$ cat src/rtl/rv_pkg.sv
// Shared RV32I core types and sizing for the integer register file.
// Consumed by reg_file_2r1w, its interface and its read ports.
package rv_pkg;

  localparam int XLEN     = 32;
  localparam int NUM_REGS = 32;
  localparam int ADDR_W   = $clog2(NUM_REGS);

  typedef logic [XLEN-1:0]   word_t;
  typedef logic [ADDR_W-1:0] reg_addr_t;

  localparam word_t REG_ZERO = '0;

endpackage

$ cat src/rtl/reg_file_2r1w_if.sv
// Register file access bundle: two read ports and one write port.
// master = decode/writeback side, slave = register file.
interface reg_file_2r1w_if;
  import rv_pkg::*;

  reg_addr_t rs1_addr_i;
  reg_addr_t rs2_addr_i;
  reg_addr_t rd_addr_i;
  word_t     rd_data_i;
  logic      rd_wren_i;
  word_t     rs1_data_o;
  word_t     rs2_data_o;

  modport master (
    output rs1_addr_i,
    output rs2_addr_i,
    output rd_addr_i,
    output rd_data_i,
    output rd_wren_i,
    input  rs1_data_o,
    input  rs2_data_o
  );

  modport slave (
    input  rs1_addr_i,
    input  rs2_addr_i,
    input  rd_addr_i,
    input  rd_data_i,
    input  rd_wren_i,
    output rs1_data_o,
    output rs2_data_o
  );

endinterface

$ cat src/rtl/rf_read_port.sv
// One combinational register read port: binary mux tree, x0 forced to 0.
// Optional write-through forwarding when REGFILE_BYPASS_EN is defined.
module rf_read_port
  import rv_pkg::*;
(
  input  logic [NUM_REGS*XLEN-1:0] regs_flat,
  input  reg_addr_t                addr,
`ifdef REGFILE_BYPASS_EN
  input  logic                     rst,
  input  logic                     wr_en,
  input  reg_addr_t                wr_addr,
  input  word_t                    wr_data,
`endif
  output word_t                    data
);

  word_t sel;

  // Balanced select: each level halves the candidates on one address bit.
  always_comb begin
    word_t tree [NUM_REGS];
    for (int k = 0; k < NUM_REGS; k++) begin
      tree[k] = regs_flat[k*XLEN +: XLEN];
    end
    for (int l = 0; l < ADDR_W; l++) begin
      for (int n = 0; n < (NUM_REGS >> (l + 1)); n++) begin
        tree[n] = addr[l] ? tree[2*n+1] : tree[2*n];
      end
    end
    sel = tree[0];
  end

  // x0 reads as zero; forwarding never targets x0 or applies during reset.
  always_comb begin
    data = sel;
    if (addr == '0) data = REG_ZERO;
`ifdef REGFILE_BYPASS_EN
    if (!rst && wr_en && (wr_addr != '0) && (wr_addr == addr))
      data = wr_data;
`endif
  end

endmodule

$ cat src/rtl/reg_file_2r1w.sv
// RV32I integer register file, 32x32, 2 combinational reads, 1 sync write.
// Build option: REGFILE_BYPASS_EN enables same-cycle write-through reads.
module reg_file_2r1w
  import rv_pkg::*;
(
  input logic             clk_i,
  input logic             rst_i,
  reg_file_2r1w_if.slave  rf
);

  word_t                     regs [1:NUM_REGS-1];
  logic [NUM_REGS*XLEN-1:0]  regs_flat;

  // Sync clear has priority; writes to x0 are dropped (no x0 storage).
  always_ff @(posedge clk_i) begin
    if (rst_i) begin
      for (int i = 1; i < NUM_REGS; i++) regs[i] <= REG_ZERO;
    end else if (rf.rd_wren_i && (rf.rd_addr_i != '0)) begin
      regs[rf.rd_addr_i] <= rf.rd_data_i;
    end
  end

  assign regs_flat[XLEN-1:0] = REG_ZERO;

  for (genvar gi = 1; gi < NUM_REGS; gi++) begin : g_flat
    assign regs_flat[gi*XLEN +: XLEN] = regs[gi];
  end

  rf_read_port u_rs1 (
    .regs_flat (regs_flat),
    .addr      (rf.rs1_addr_i),
`ifdef REGFILE_BYPASS_EN
    .rst       (rst_i),
    .wr_en     (rf.rd_wren_i),
    .wr_addr   (rf.rd_addr_i),
    .wr_data   (rf.rd_data_i),
`endif
    .data      (rf.rs1_data_o)
  );

  rf_read_port u_rs2 (
    .regs_flat (regs_flat),
    .addr      (rf.rs2_addr_i),
`ifdef REGFILE_BYPASS_EN
    .rst       (rst_i),
    .wr_en     (rf.rd_wren_i),
    .wr_addr   (rf.rd_addr_i),
    .wr_data   (rf.rd_data_i),
`endif
    .data      (rf.rs2_data_o)
  );

endmodule

$ cat src/flat_wrapper.sv
// flat-port wrapper written by rule: the top's interface ports become plain ports
module reg_file_2r1w_flat import rv_pkg::*;
  (clk_i, rst_i, rf_rs1_addr_i, rf_rs2_addr_i, rf_rd_addr_i, rf_rd_data_i, rf_rd_wren_i, rf_rs1_data_o, rf_rs2_data_o);
  reg_file_2r1w_if rf_i ();
  input logic clk_i;
  input logic rst_i;
  input wire logic [$bits(rf_i.rs1_addr_i)-1:0] rf_rs1_addr_i;
  input wire logic [$bits(rf_i.rs2_addr_i)-1:0] rf_rs2_addr_i;
  input wire logic [$bits(rf_i.rd_addr_i)-1:0] rf_rd_addr_i;
  input wire logic [$bits(rf_i.rd_data_i)-1:0] rf_rd_data_i;
  input wire logic [$bits(rf_i.rd_wren_i)-1:0] rf_rd_wren_i;
  output wire logic [$bits(rf_i.rs1_data_o)-1:0] rf_rs1_data_o;
  output wire logic [$bits(rf_i.rs2_data_o)-1:0] rf_rs2_data_o;
  assign rf_i.rs1_addr_i = rf_rs1_addr_i;
  assign rf_i.rs2_addr_i = rf_rs2_addr_i;
  assign rf_i.rd_addr_i = rf_rd_addr_i;
  assign rf_i.rd_data_i = rf_rd_data_i;
  assign rf_i.rd_wren_i = rf_rd_wren_i;
  assign rf_rs1_data_o = rf_i.rs1_data_o;
  assign rf_rs2_data_o = rf_i.rs2_data_o;
  reg_file_2r1w u_core (.clk_i(clk_i), .rst_i(rst_i), .rf(rf_i));
endmodule
$ cat config.mk
export PLATFORM = sky130hd
export DESIGN_NAME = reg_file_2r1w_flat
export DESIGN_NICKNAME = d
export VERILOG_FILES = /design/src/rtl/rv_pkg.sv /design/src/rtl/reg_file_2r1w_if.sv /design/src/rtl/rf_read_port.sv /design/src/rtl/reg_file_2r1w.sv /design/src/flat_wrapper.sv
export SDC_FILE = /design/constraint.sdc
export NUM_CORES = 2
export LEC_CHECK = 0
export CORE_MARGIN = 4
export CORE_UTILIZATION = 40
export DETAILED_ROUTE_END_ITERATION = 7
export HOLD_SLACK_MARGIN = 0.12
export PLACE_DENSITY = 0.58
export SLEW_MARGIN = 0
export SYNTH_ARGS = -nofsm -noshare
export SYNTH_HDL_FRONTEND = slang
export SYNTH_SLANG_ARGS = --single-unit
export TNS_END_PERCENT = 30
$ cat constraint.sdc
create_clock -name clk_i -period 2.02 [get_ports clk_i]
set_input_delay 0.202 -clock clk_i [delete_from_list [all_inputs] [get_ports clk_i]]
set_output_delay 0.202 -clock clk_i [all_outputs]
set_load 0.02 [all_outputs]
==> out/metrics.cfg <==
[drt]
drtIter0Drc=4889
vias_per_cell=6.041
firstDrtPassIters=6
wirelength_mm=208.0
drc_errors=0
via_count=39010
antenna_left=0
wl_per_cell_um=32.22

[clock_network]
clockBufferDepth=3
path_clk_slew_ps=60
cts_buffers=110
cts-root-buf=clkbuf_16
htree_levels=3
cts_sinks=992
cts_tree=built

[worst_setup_path]
cp_cell_sequence=mux4_2 -> mux4_2 -> o211a_1 -> buf_6
slowest_stage=mux4_2
end_kind=output pin
cp.depth=4
cp-startpoint=u_core.regs[11][30]$_SDFFCE_PN0P_
cp.arrival_ps=2560
crit_type=reg2out
cp-start-kind=flip-flop
cp_num_buf_inv=1
max_stage_delay_ps=510
cp_common_cell=mux4_2
cpLargestDelayFamily=multiplexers
crit_end=rf_rs1_data_o[30]
required_ps=1820
cp_max_fo=2

[placed_design]
port_buffers=113
gp_congestion=0.9131
dp_hpwl_mm=141.3

[pwr]
sequentialPowerShare=0.469
cell_internal_pwr_uw=38150
switchingPower_uw=13780
combPwrFrac=0.153
cellPowerDensity_mw_per_mm2=775.5
vdd_drop_max_v=0.0006879
leakage_uw=0.02589
switching_share=0.2654
clkPwrFrac=0.377

[final_layout]
fin_nets=4654
areaGrowthSynthToFinish_pct=25.19
final_cell_mix=992 x and2_1, 992 x edfxtp_1, 688 x mux2i_1
regMostFlops=u_core.regs
final_util=0.5069
top_regs=u_core.regs: 992 flops
largest_reg_flops=992
drive_gt1_frac=0.2686

[global_routing]
top_usage_layer=met2
gr-usage-all-layers=0.2893
antenna_found_initial=10
grt_pass1_vias=39030
grt_pass1_wl_mm=289.5
met3_usage=0.06343
grt_overflow=0
grtUsageMet2=0.4636
grt_max_degree=36
use_met1=0.3797

[timing]
relSlewSlack=0.5787
rsz0062_at_grt=yes
worst_pin_slew_ps=632.0
whs_ps=403.1
finalHoldViolations=0
fin_ws_ps=-745.7
min_period_ps=2766
setup_viol=64
min_period_over_period=1.369
fmax_ghz=0.3616
slew_violations=0

[yosys]
syn_nets=4217
ys_types=41
yosys_warnings=0
async_flop_share=0
yosysSeqAreaShare=0.5569
synth_edf_count=992
yosys_register_bits=992
syn_area_mm2=0.05349
synthFlopType=edfxtp_1
syn_avg_cell_area_um2=12.84
syn_inst=4167

[floorplanning]
die_w_um=373.7
num_io_pins=114
initial_core_util=0.4049
core_mm2=0.1321
die_h_um=373.7
die_area_mm2=0.1396
core.rowCount=133

[run]
maxCapViolCount=0

[outcome]
outcome=finished with violations
violations=setup timing

[worst_hold_path]
holdCritPathClass=in2reg

-- routing by layer --
layer	part of all wire	up-vias	routed length [um]
li1	-	16480	-
met1	0.39	19790	81040
met2	0.46	2228	96370
met3	0.10	501	20760
met4	0.047	2	9862
met5	0.000062	-	13
-- synthesized netlist by cell type, types with 32 or more instances --
cell type,instances,area share
a22o_1,32,0.0052
edfxtp_1,992,0.56
mux2_2,64,0.013
clkbuf_1,304,0.021
a22oi_1,156,0.022
o211a_1,32,0.0060
mux4_2,104,0.044
nand3_1,33,0.0031
a221o_1,32,0.0060
o22ai_1,190,0.022
buf_2,46,0.0043
mux2i_1,691,0.13
buf_4,59,0.0083
nor3_1,125,0.012
nor2_1,33,0.0023
and2_1,993,0.12
or2_2,34,0.0040
nand2_1,130,0.0091
-- through the flow --
step                setup TNS (ps)  cells  total power (uW)  area [um2]  setup WS [ps]
floorplan                    -2543   4167             28260       53550         -118.7
global placement           -434620   6239             32210       62210          -1299
detailed placement         -465190   6239             32270       62210          -1310
CTS                         -35660   6450             51880       66560         -776.3
global route                -35220   6453             53350       66960         -793.0
finish                      -31770   6457             51940       66970         -745.7
-- cells by family (layout without fill, tap and decap cells) --
logic type             after synthesis  count (layout)  share of synthesized area
and+or+nand+nor                   1410            1410                     0.1547
buffers and inverters              430             961                    0.03651
DFF                                992             992                     0.5569
muxes                              859             859                     0.1866
other                                0               4                          0
AOI/OAI and AO/OA                  476             476                    0.06540
-- how the worst min path moves through the flow --
| stage | startpoint | to | cells past startpoint |
|---|---|---|---|
| after floorplan | rf_rd_data_i[31] | u_core.regs[1][31]$_SDFFCE_PN0P_ | 1 |
| after global placement | u_core.regs[20][13]$_SDFFCE_PN0P_ | rf_rs1_data_o[13] | 5 |
| after detailed placement | u_core.regs[7][10]$_SDFFCE_PN0P_ | rf_rs1_data_o[10] | 5 |
| after CTS | rf_rd_data_i[11] | u_core.regs[26][11]$_SDFFCE_PN0P_ | 3 |
| after global routing | rf_rd_data_i[4] | u_core.regs[3][4]$_SDFFCE_PN0P_ | 3 |
| final | rf_rd_data_i[11] | u_core.regs[29][11]$_SDFFCE_PN0P_ | 3 |
-- final cells by class --
class,count,area [um2]
fill,11350,65160
sequential,992,29790
multi-input combinational,2745,23250
timing repair buffer,753,8270
clock buffer,132,2856
tap,1755,2196
clock inverter,74,586.8
antenna,4,10.01
inverter,2,7.507
-- what timing repair did --
action / 4_1_cts / 5_1_grt
hold buffers: 0 / 0
cloned: 2 / 0
gates resized for setup: 286 / 101
pin swaps: 73 / 42
endpoints found under the hold margin: 0 / 0
setup buffers: 21 / 11
setup endpoints to repair: 64 / 64
-- power by group through the flow --
stage / clock network [uW] / registers, uW / logic, uW
finish: 19600 / 24400 / 7960
global route: 20600 / 24500 / 8230
detailed placement: 0 / 24800 / 7500
global placement: 0 / 24700 / 7490
CTS: 19800 / 24300 / 7760
floorplan: 0 / 24600 / 3710
Note: power is estimated with default switching activity, not from simulation.
